--- config.mk ---
export PLATFORM = sky130hd
export DESIGN_NAME = uart_pattern_cmd_flat
export DESIGN_NICKNAME = d
export VERILOG_FILES = /design/src/rtl/uart_cmd_pkg.sv /design/src/rtl/uart_pattern_cmd_if.sv /design/src/rtl/ascii_hex_codec.sv /design/src/rtl/uart_pattern_cmd.sv /design/src/flat_wrapper.sv
export SDC_FILE = /design/constraint.sdc
export NUM_CORES = 1
export LEC_CHECK = 0
export CORE_MARGIN = 5
export CORE_UTILIZATION = 49
export DETAILED_ROUTE_END_ITERATION = 8
export PLACE_DENSITY = 0.78
export SYNTH_ARGS = -nofsm -noshare
export SYNTH_HDL_FRONTEND = slang
export SYNTH_HIERARCHICAL = 1
export SYNTH_SLANG_ARGS = --single-unit
--- constraint.sdc ---
create_clock -name i_Clk -period 4.15 [get_ports i_Clk]
set_input_delay 1.0375 -clock i_Clk [delete_from_list [all_inputs] [get_ports i_Clk]]
set_output_delay 1.0375 -clock i_Clk [all_outputs]
set_load 0.01 [all_outputs]
--- src/rtl/uart_cmd_pkg.sv ---
// Shared constants, state encodings and widths for the UART pattern command parser.
package uart_cmd_pkg;

    localparam int unsigned REPLY_CHAR_W = 8;

    localparam logic [7:0] ASCII_CR    = 8'h0D;
    localparam logic [7:0] ASCII_LF    = 8'h0A;
    localparam logic [7:0] ASCII_P_UP  = 8'h50;
    localparam logic [7:0] ASCII_P_LO  = 8'h70;
    localparam logic [7:0] ASCII_QUERY = 8'h3F;
    localparam logic [7:0] ASCII_K     = 8'h4B;
    localparam logic [7:0] ASCII_E     = 8'h45;

    typedef enum logic [2:0] {
        P_IDLE,
        P_GOT_P,
        P_GOT_HEX,
        P_GOT_Q,
        P_DISCARD
    } parse_state_t;

    typedef enum logic [2:0] {
        T_IDLE,
        T_SEND1,
        T_WAIT1,
        T_SEND2,
        T_WAIT2
    } reply_state_t;

endpackage

--- src/rtl/uart_pattern_cmd_if.sv ---
// UART receive/transmit handshake between the UART core (master) and the command parser (slave).
interface uart_pattern_cmd_if;
    import uart_cmd_pkg::*;

    logic                    i_RX_DV;
    logic [7:0]              i_RX_Byte;
    logic                    i_TX_Done;
    logic                    o_TX_DV;
    logic [REPLY_CHAR_W-1:0] o_TX_Byte;

    modport master (
        output i_RX_DV,
        output i_RX_Byte,
        output i_TX_Done,
        input  o_TX_DV,
        input  o_TX_Byte
    );

    modport slave (
        input  i_RX_DV,
        input  i_RX_Byte,
        input  i_TX_Done,
        output o_TX_DV,
        output o_TX_Byte
    );

endinterface

--- src/rtl/ascii_hex_codec.sv ---
// Combinational ASCII hex helper: byte -> {valid, nibble} decode, nibble -> uppercase ASCII encode.
module ascii_hex_codec
    import uart_cmd_pkg::*;
(
    input  logic [7:0]              rx_byte,
    output logic                    dec_valid_c,
    output logic [3:0]              dec_nibble_c,
    input  logic [3:0]              enc_nibble,
    output logic [REPLY_CHAR_W-1:0] enc_char_c
);

    always_comb begin
        dec_valid_c  = 1'b0;
        dec_nibble_c = 4'h0;
        if (rx_byte >= 8'h30 && rx_byte <= 8'h39) begin
            dec_valid_c  = 1'b1;
            dec_nibble_c = 4'(rx_byte - 8'h30);
        end else if (rx_byte >= 8'h41 && rx_byte <= 8'h46) begin
            dec_valid_c  = 1'b1;
            dec_nibble_c = 4'(rx_byte - 8'h37);
        end else if (rx_byte >= 8'h61 && rx_byte <= 8'h66) begin
            dec_valid_c  = 1'b1;
            dec_nibble_c = 4'(rx_byte - 8'h57);
        end
    end

    always_comb begin
        enc_char_c = '0;
        if (enc_nibble < 4'd10) begin
            enc_char_c = REPLY_CHAR_W'(8'h30 + {4'h0, enc_nibble});
        end else begin
            enc_char_c = REPLY_CHAR_W'(8'h37 + {4'h0, enc_nibble});
        end
    end

endmodule

--- src/rtl/uart_pattern_cmd.sv ---
// ASCII command parser ("P<hex><CR>" set, "?<CR>" query) driving the VGA pattern index,
// with a single-slot two-byte reply (status char + LF) through the UART transmitter handshake.
module uart_pattern_cmd
    import uart_cmd_pkg::*;
#(
    parameter int unsigned TIMEOUT_CLKS = 25_000_000,
    parameter int unsigned PATTERN_W    = 4
) (
    input  logic                 i_Clk,
    input  logic                 i_Rst_L,
    uart_pattern_cmd_if.slave    uart,
    output logic [PATTERN_W-1:0] o_Pattern,
    output logic                 o_Pattern_DV,
    output logic                 o_Overrun
);

    localparam int unsigned     CNT_W   = $clog2(TIMEOUT_CLKS + 1);
    localparam logic [CNT_W-1:0] CNT_MAX = CNT_W'(TIMEOUT_CLKS - 1);

    parse_state_t            parse_state;
    reply_state_t            reply_state;
    logic [CNT_W-1:0]        idle_cnt;
    logic [3:0]              hex_nibble;
    logic                    reply_req;
    logic [REPLY_CHAR_W-1:0] reply_char;

    logic                    dec_valid_c;
    logic [3:0]              dec_nibble_c;
    logic [REPLY_CHAR_W-1:0] enc_char_c;

    ascii_hex_codec u_codec (
        .rx_byte      (uart.i_RX_Byte),
        .dec_valid_c  (dec_valid_c),
        .dec_nibble_c (dec_nibble_c),
        .enc_nibble   (4'(o_Pattern)),
        .enc_char_c   (enc_char_c)
    );

    // Parse FSM, timeout counter and pattern register; the reply is posted as a one-cycle request.
    always_ff @(posedge i_Clk) begin
        if (!i_Rst_L) begin
            parse_state  <= P_IDLE;
            idle_cnt     <= '0;
            hex_nibble   <= 4'h0;
            o_Pattern    <= '0;
            o_Pattern_DV <= 1'b0;
            reply_req    <= 1'b0;
            reply_char   <= '0;
        end else begin
            o_Pattern_DV <= 1'b0;
            reply_req    <= 1'b0;

            if (uart.i_RX_DV) begin
                idle_cnt <= '0;
            end else if (parse_state != P_IDLE && idle_cnt != CNT_MAX) begin
                idle_cnt <= idle_cnt + CNT_W'(1);
            end

            if (uart.i_RX_DV) begin
                case (parse_state)
                    P_IDLE: begin
                        if (uart.i_RX_Byte == ASCII_P_UP || uart.i_RX_Byte == ASCII_P_LO) begin
                            parse_state <= P_GOT_P;
                        end else if (uart.i_RX_Byte == ASCII_QUERY) begin
                            parse_state <= P_GOT_Q;
                        end else if (uart.i_RX_Byte != ASCII_CR && uart.i_RX_Byte != ASCII_LF) begin
                            parse_state <= P_DISCARD;
                        end
                    end
                    P_GOT_P: begin
                        if (dec_valid_c) begin
                            hex_nibble  <= dec_nibble_c;
                            parse_state <= P_GOT_HEX;
                        end else if (uart.i_RX_Byte == ASCII_CR) begin
                            reply_req   <= 1'b1;
                            reply_char  <= ASCII_E;
                            parse_state <= P_IDLE;
                        end else begin
                            parse_state <= P_DISCARD;
                        end
                    end
                    P_GOT_HEX: begin
                        if (uart.i_RX_Byte == ASCII_CR) begin
                            o_Pattern    <= PATTERN_W'(hex_nibble);
                            o_Pattern_DV <= 1'b1;
                            reply_req    <= 1'b1;
                            reply_char   <= ASCII_K;
                            parse_state  <= P_IDLE;
                        end else begin
                            parse_state <= P_DISCARD;
                        end
                    end
                    P_GOT_Q: begin
                        if (uart.i_RX_Byte == ASCII_CR) begin
                            reply_req   <= 1'b1;
                            reply_char  <= enc_char_c;
                            parse_state <= P_IDLE;
                        end else begin
                            parse_state <= P_DISCARD;
                        end
                    end
                    P_DISCARD: begin
                        if (uart.i_RX_Byte == ASCII_CR) begin
                            reply_req   <= 1'b1;
                            reply_char  <= ASCII_E;
                            parse_state <= P_IDLE;
                        end
                    end
                    default: parse_state <= P_IDLE;
                endcase
            end else if (parse_state != P_IDLE && idle_cnt == CNT_MAX) begin
                // Partial command went stale: abandon silently.
                parse_state <= P_IDLE;
            end
        end
    end

    // Reply FSM: status byte then LF, each held until the transmitter reports done.
    always_ff @(posedge i_Clk) begin
        if (!i_Rst_L) begin
            reply_state    <= T_IDLE;
            uart.o_TX_DV   <= 1'b0;
            uart.o_TX_Byte <= '0;
            o_Overrun      <= 1'b0;
        end else begin
            uart.o_TX_DV <= 1'b0;
            o_Overrun    <= 1'b0;

            case (reply_state)
                T_IDLE: begin
                    if (reply_req) begin
                        reply_state    <= T_SEND1;
                        uart.o_TX_DV   <= 1'b1;
                        uart.o_TX_Byte <= reply_char;
                    end
                end
                T_SEND1: reply_state <= T_WAIT1;
                T_WAIT1: begin
                    if (uart.i_TX_Done) begin
                        reply_state    <= T_SEND2;
                        uart.o_TX_DV   <= 1'b1;
                        uart.o_TX_Byte <= ASCII_LF;
                    end
                end
                T_SEND2: reply_state <= T_WAIT2;
                T_WAIT2: begin
                    if (uart.i_TX_Done) begin
                        reply_state <= T_IDLE;
                    end
                end
                default: reply_state <= T_IDLE;
            endcase

            if (reply_req && reply_state != T_IDLE) begin
                o_Overrun <= 1'b1;
            end
        end
    end

endmodule

--- src/flat_wrapper.sv ---
// flat-port wrapper written by rule: the top's interface ports become plain ports
module uart_pattern_cmd_flat import uart_cmd_pkg::*;
#(
    parameter int unsigned TIMEOUT_CLKS = 25_000_000,
    parameter int unsigned PATTERN_W    = 4
)
  (i_Clk, i_Rst_L, o_Pattern, o_Pattern_DV, o_Overrun, uart_i_RX_DV, uart_i_RX_Byte, uart_i_TX_Done, uart_o_TX_DV, uart_o_TX_Byte);
  uart_pattern_cmd_if uart_i ();
  input  logic i_Clk;
  input  logic i_Rst_L;
  output logic [PATTERN_W-1:0] o_Pattern;
  output logic o_Pattern_DV;
  output logic o_Overrun;
  input wire logic [$bits(uart_i.i_RX_DV)-1:0] uart_i_RX_DV;
  input wire logic [$bits(uart_i.i_RX_Byte)-1:0] uart_i_RX_Byte;
  input wire logic [$bits(uart_i.i_TX_Done)-1:0] uart_i_TX_Done;
  output wire logic [$bits(uart_i.o_TX_DV)-1:0] uart_o_TX_DV;
  output wire logic [$bits(uart_i.o_TX_Byte)-1:0] uart_o_TX_Byte;
  assign uart_i.i_RX_DV = uart_i_RX_DV;
  assign uart_i.i_RX_Byte = uart_i_RX_Byte;
  assign uart_i.i_TX_Done = uart_i_TX_Done;
  assign uart_o_TX_DV = uart_i.o_TX_DV;
  assign uart_o_TX_Byte = uart_i.o_TX_Byte;
  uart_pattern_cmd #(.TIMEOUT_CLKS(TIMEOUT_CLKS), .PATTERN_W(PATTERN_W)) u_core (.i_Clk(i_Clk), .i_Rst_L(i_Rst_L), .uart(uart_i), .o_Pattern(o_Pattern), .o_Pattern_DV(o_Pattern_DV), .o_Overrun(o_Overrun));
endmodule
== After elaboration in Yosys (flattened, before gate mapping) ==
Cells that the tools add are included.

* Bits of input ports: 12
* Output and inout bits: 15
* Word-level logic and storage cells: 110
* Flip-flop bits (word level): 59

* Equal/unequal tests: 24
* Add/sub/neg operators: 6
* Bitwise logic cells: 1
* $lt $le $gt $ge: 7
* Reductions and logical operators: 26
* Muxes and demuxes: 35

{| class="wikitable"
|+ Operators by type and width
! cell !! count
|-
| two-way mux 8 bit || 6
|-
| two-way mux 3 bit || 11
|-
| case mux 8 bit (4 select lines) || 1
|-
| adder 25 x 1 -> 25 bit (second input constant) || 1
|-
| == test 25 bit (second input constant) || 1
|-
| inequality test 25 bit (second input constant) || 1
|-
| AND reduction 3 bit || 6
|-
| == test 8 x 7 -> 1 bit (second input constant) || 2
|-
| greater-or-equal comparator 8 x 7 -> 1 bit (second input constant) || 2
|-
| less-or-equal comparator 8 x 7 -> 1 bit (second input constant) || 2
|-
| inequality test 8 x 4 -> 1 bit (second input constant) || 2
|-
| case mux 8 bit (2 select lines) || 1
|-
| case mux 3 bit (5 select lines) || 1
|-
| adder 6 x 4 -> 7 bit (first input constant) || 2
|-
| == test 3 x 2 -> 1 bit (second input constant) || 4
|-
| two-way mux 4 bit || 3
|-
| case mux 3 bit (4 select lines) || 1
|-
| == test 8 x 4 -> 1 bit (second input constant) || 1
|-
| == test 8 x 6 -> 1 bit (second input constant) || 1
|-
| greater-or-equal comparator 8 x 6 -> 1 bit (second input constant) || 1
|-
| less-or-equal comparator 8 x 6 -> 1 bit (second input constant) || 1
|-
| two-way mux 1 bit || 8
|-
| subtractor 4 x 3 -> 4 bit (second input constant) || 2
|-
| logical AND 1 bit || 7
|-
| other kinds (20) || 31
|}

== Depth between registers and ports, before layout ==
* Depth after elaboration: 8
* Gate-level depth with buffers: 12
* Depth with buffers taken out: 10

== Hierarchy ==
Netlist, hierarchy kept.

{| class="wikitable"
|+ By module, submodules not included
! module !! cells each !! seq. area each (um^2) !! area each (um^2) !! times used
|-
| uart_pattern_cmd || 307 || 1181.1 || 2643.8 || 1
|-
| ascii_hex_codec || 37 || 0.0 || 264.0 || 1
|}

== Worst setup path before layout ==
No wires, ideal clock.

* Path type: input -> register
* Start: input port uart_i_RX_Byte[7]
* End: register u_core.reply_char[0]
* Stages on the path: 10
* Data required time: 4.014 ns
* Slack: 1.045 ns
* Data arrival time: 2.969 ns
* Path buffers: 2
* Library setup time: 0.136 ns
* Cells stage by stage: or4b_4 > a311oi_2 > or2_2 > inv_1 > a211o_1 > and4_1 > buf_4 > buf_6 > nor2_1 > a211oi_2

* Word-level cells in the longest chain between the ends: 7
* Elaborated cells between the ends (all ways): 20
* Those cells by class: order compare (6); eq/ne (4); mux (6); reduce/logical (4)

{| class="wikitable"
|+ Ends and longest elaborated chain
! what !! line !! text
|-
| from (decl) || flat_wrapper.sv:15 || <nowiki>input wire logic [$bits(uart_i.i_RX_Byte)-1:0] uart_i_RX_Byte;</nowiki>
|-
| greater-or-equal comparator 8 x 7 -> 1 bit / less-or-equal comparator 8 x 7 -> 1 bit (equally long branches) || ascii_hex_codec.sv:21 || <nowiki>end else if (rx_byte >= 8'h61 && rx_byte <= 8'h66) begin</nowiki>
|-
| logical AND 1 bit || ascii_hex_codec.sv:21 ||
|-
| two-way mux 1 bit || ascii_hex_codec.sv:21 ||
|-
| two-way mux 1 bit || ascii_hex_codec.sv:18 || <nowiki>end else if (rx_byte >= 8'h41 && rx_byte <= 8'h46) begin</nowiki>
|-
| two-way mux 1 bit (*) || ascii_hex_codec.sv:15 || <nowiki>if (rx_byte >= 8'h30 && rx_byte <= 8'h39) begin</nowiki>
|-
| named net u_core.dec_valid_c || uart_pattern_cmd.sv:27 || <nowiki>logic dec_valid_c;</nowiki>
|-
| inequality test 2 bit (no line) (*) || -- ||
|-
| AND reduction 5 bit (no line) (*) || -- ||
|-
| to (signal assigned) || uart_pattern_cmd.sv:96 || <nowiki>reply_char <= enc_char_c;</nowiki>
|-
| to (decl) || uart_pattern_cmd.sv:25 || <nowiki>logic [REPLY_CHAR_W-1:0] reply_char;</nowiki>
|}

Mark *: on every way through the listed nets, which the timed path passes. The rest lies on a longest branch. The select of a mux whose other input is x is not followed.
A chain may end at the register's enable or synchronous reset.

== Worst setup path in the final report ==
* Start: input port uart_i_RX_Byte[4]
* End: register u_core.reply_char[4]

The elaborated chain is that of the path after synthesis.

==> results_dict.tcl <==
set metrics [dict create \
    finalWeightedCongestion 0.871 \
    cts_setup_buffers 0 \
    clkPwrFrac_pct 45.4 \
    yosysTopAreaCell "dfxtp_1" \
    dr.pass1.iters 4 \
    die_w_um 87.0 \
    syn_avg_cell_area_sq_um 8.45 \
    root_buffer "clkbuf_8" \
    finClkSkew_ns 0.00843 \
    cts_buffer_depth 2 \
    syn_inst 344 \
    p_leak_uw 0.00121 \
    grt_overflow_total 0 \
    cts_tree "done" \
    async_reset_ff_share_pct 0 \
    max_freq_mhz 288 \
    layout-drive-gt1-share_pct 8.31 \
    cts-buffers-inserted 9 \
    cp_num_cells 9 \
    synth_edf_count 0 \
    ys_types 55 \
    mostFrequentLayoutCell "dfxtp_1" \
    die-area_sq_um 7580 \
    synth-seq-area-share_pct 40.6 \
    combPwrFrac_pct 5.0 \
    cts.clk_slew.worst_paths_ns 0.07 \
    fin_crit_sh_pct 83.8 \
    synthTopCellsByArea "dfxtp_1, nor2_1, mux2i_1" \
    slew_viol_final 0 \
    setup_violations 0 \
    status "finished clean" \
    hp-class "register to register" \
    cellPowerDensity_nw_per_um2 338 \
    design.core.area_sq_um 5850 \
    die_h_um 87.0 \
    htree_levels 3 \
    yosys_register_bits 59 \
    nNetsFinal 385 \
    start_kind "input pin" \
    initial_core_util_pct 49.7 \
    switching_power_uw 278 \
    io-pin-count 27 \
    whs_ns 0.478 \
    grt_use_total_pct 17.0 \
    crit_arrival_ns 3.74 \
    drt_wl_total_um 5780 \
    cp-end-kind "register" \
    place.port_buffers 26 \
    clock-sinks 59 \
    grt_pass1_vias 2303 \
    netlist_area_sq_um 2910 \
    synthesis.nets 361 \
    dp_hpwl_um 4050 \
    cts-hold-fix-buffers 0 \
    worstSkewPairLatency_ns 0.34 \
    first_iter_violations 192 \
    synthFlopType "dfxtp_1" \
    grt_max_degree 30 \
    diodes 0 \
    ir_drop_v 0.000205 \
    slowest_delay_ns 0.57 \
    power_frac_seq_pct 49.6 \
    yosys_warnings 6 \
    final_cell_mix "dfxtp_1, nor2_1, clkdlybuf4s50_1, nand2_1" \
    drc 0 \
    postLayoutCoreUtil_pct 58.2 \
    fin_ws_ns 0.672 \
    ant_nets 0 \
    grt_pass1_wl_um 10300 \
    worst-r2r-cell-count 4 \
    crit_required_ns 4.41 \
    worst_pin_slew_ns 0.907 \
    worst-path-buf-inv 2 \
    cpLargestDelayFamily "simple AND/OR/NAND/NOR gates" \
    critPathKind "input pin to register" \
    syn_to_final_growth_pct 17.1 \
    path_cells "clkdlybuf4s50_1, or4b_4, a311oi_2, or2_2, inv_1, a211o_1, and4_1, nand2b_1, a21oi_1" \
    p_int_uw 873 \
    vias 2463 \
    post-place-ws_ns 0.363 \
    grt_setup_unrepaired "false" \
    antenna_found_initial 0 \
    ctsResizeCount 0 \
    drv_cap 0 \
    core.rowCount 28 \
    path_max_fanout 15 \
    holdPathStages 2 \
    setup_tns_ns 0 \
    swShare_pct 24.2 \
    wire_per_inst_um 12.9 \
    crit_slowest_cell "or4b_4" \
    yosys.area.top_type_share_pct 40.6 \
    slew_headroom_pct 39.5 \
    finalCriticalPeriod_ns 3.48 \
    vias_per_cell 5.50 \
    finalHoldViolCount 0 \
]
==> cell type report <==
| type | instances | area, sq um |
|---|---|---|
| Tap cell | 75 | 93.8 |
| Multi-Input combinational cell | 254 | 1590 |
| Inverter | 15 | 56.3 |
| Clock inverter | 7 | 76.3 |
| Sequential cell | 59 | 1180 |
| Fill cell | 509 | 2440 |
| Clock buffer | 9 | 124 |
| Timing Repair Buffer | 29 | 283 |
==> cells in the mapped netlist (all sizes together), types with 2 or more instances <==
cell type / number
a2111oi: 2
a211o: 2
a211oi: 3
a21oi: 15
a22oi: 6
and2: 3
and3: 5
and4: 3
buf: 7
clkbuf: 9
dfxtp: 59
ha: 5
inv: 15
mux2i: 12
nand2: 26
nand2b: 5
nand3: 11
nand4: 10
nor2: 52
nor2b: 3
nor3: 14
nor3b: 3
nor4: 4
nor4b: 3
o21a: 2
o21ai: 13
o21bai: 2
o22ai: 3
or3: 7
or4: 2
or4b: 3
xnor2: 10
xor2: 10
==> tightest hold or removal path: stages, from the launching register on <==
cell and delay, ns:
dfxtp_1 0.31, nand2b_1 0.07, a21oi_1 0.05
==> per-layer routing <==
layer  wire length [um]  track usage, %  part of all wire, %  up-vias
met5                  0               0                    0        -
met1               2790            22.1                   48     1149
met4                 93            7.79                  1.6        0
met3                256            4.26                  4.4        7
met2               2630            26.5                   46       40
li1                   -               -                    -     1267
==> power by group through the flow <==
stage,sequential (uW),clock [uW],combinational [uW]
3_3_place_gp,583,0,55.8
5_1_grt,571,568,64.5
4_1_cts,570,533,57.6
3_5_place_dp,583,0,57.1
6_report,571,522,57.9
2_1_floorplan,581,0,35.5
==> state kept, by name (all words and copies together) (netlist names), 3 cells and up <==
signal and count:
u_core/hex_nibble 4, u_core/idle_cnt 25, u_core/o_Pattern 4, u_core/parse_state 3, u_core/reply_char 8, u_core/reply_state 3
u_core/uart.o_TX_Byte 8
==> final timing paths <==
| kind | startpoint | end | slack (ns) |
|---|---|---|---|
| setup / recovery | uart_i_RX_Byte[4] | u_core/reply_char[4] | 0.67 |
| hold / removal | u_core/reply_char[7] | u_core/reply_char[7] | 0.48 |
| setup reg to reg | u_core/parse_state[0] | u_core/idle_cnt[13] | 1.91 |
| hold reg to reg | u_core/reply_char[7] | u_core/reply_char[7] | 0.48 |
==> kinds of logic (layout without fill, tap and decap cells) <==
kind of cell | Yosys count | after routing | share of synthesized area, %
buffers and inverters | 31 | 60 | 4.65
XOR/XNOR | 20 | 20 | 6.02
AO/OA/AOI/OAI | 57 | 57 | 13.7
adder cells (fa/ha/maj) | 5 | 5 | 2.15
AND/OR/NAND/NOR | 158 | 158 | 28.2
flip-flops | 59 | 59 | 40.6
multiplexers | 13 | 13 | 4.52
other | 1 | 1 | 0.129
==> per-stage QoR <==
stage	cell area [sq um]	total power (uW)	std cells
floorplan	2910	617	344
global placement	3210	639	432
detailed placement	3210	641	432
CTS	3410	1160	448
global route	3410	1200	448
finish	3410	1150	448
Note: power is estimated with default switching activity, not from simulation.
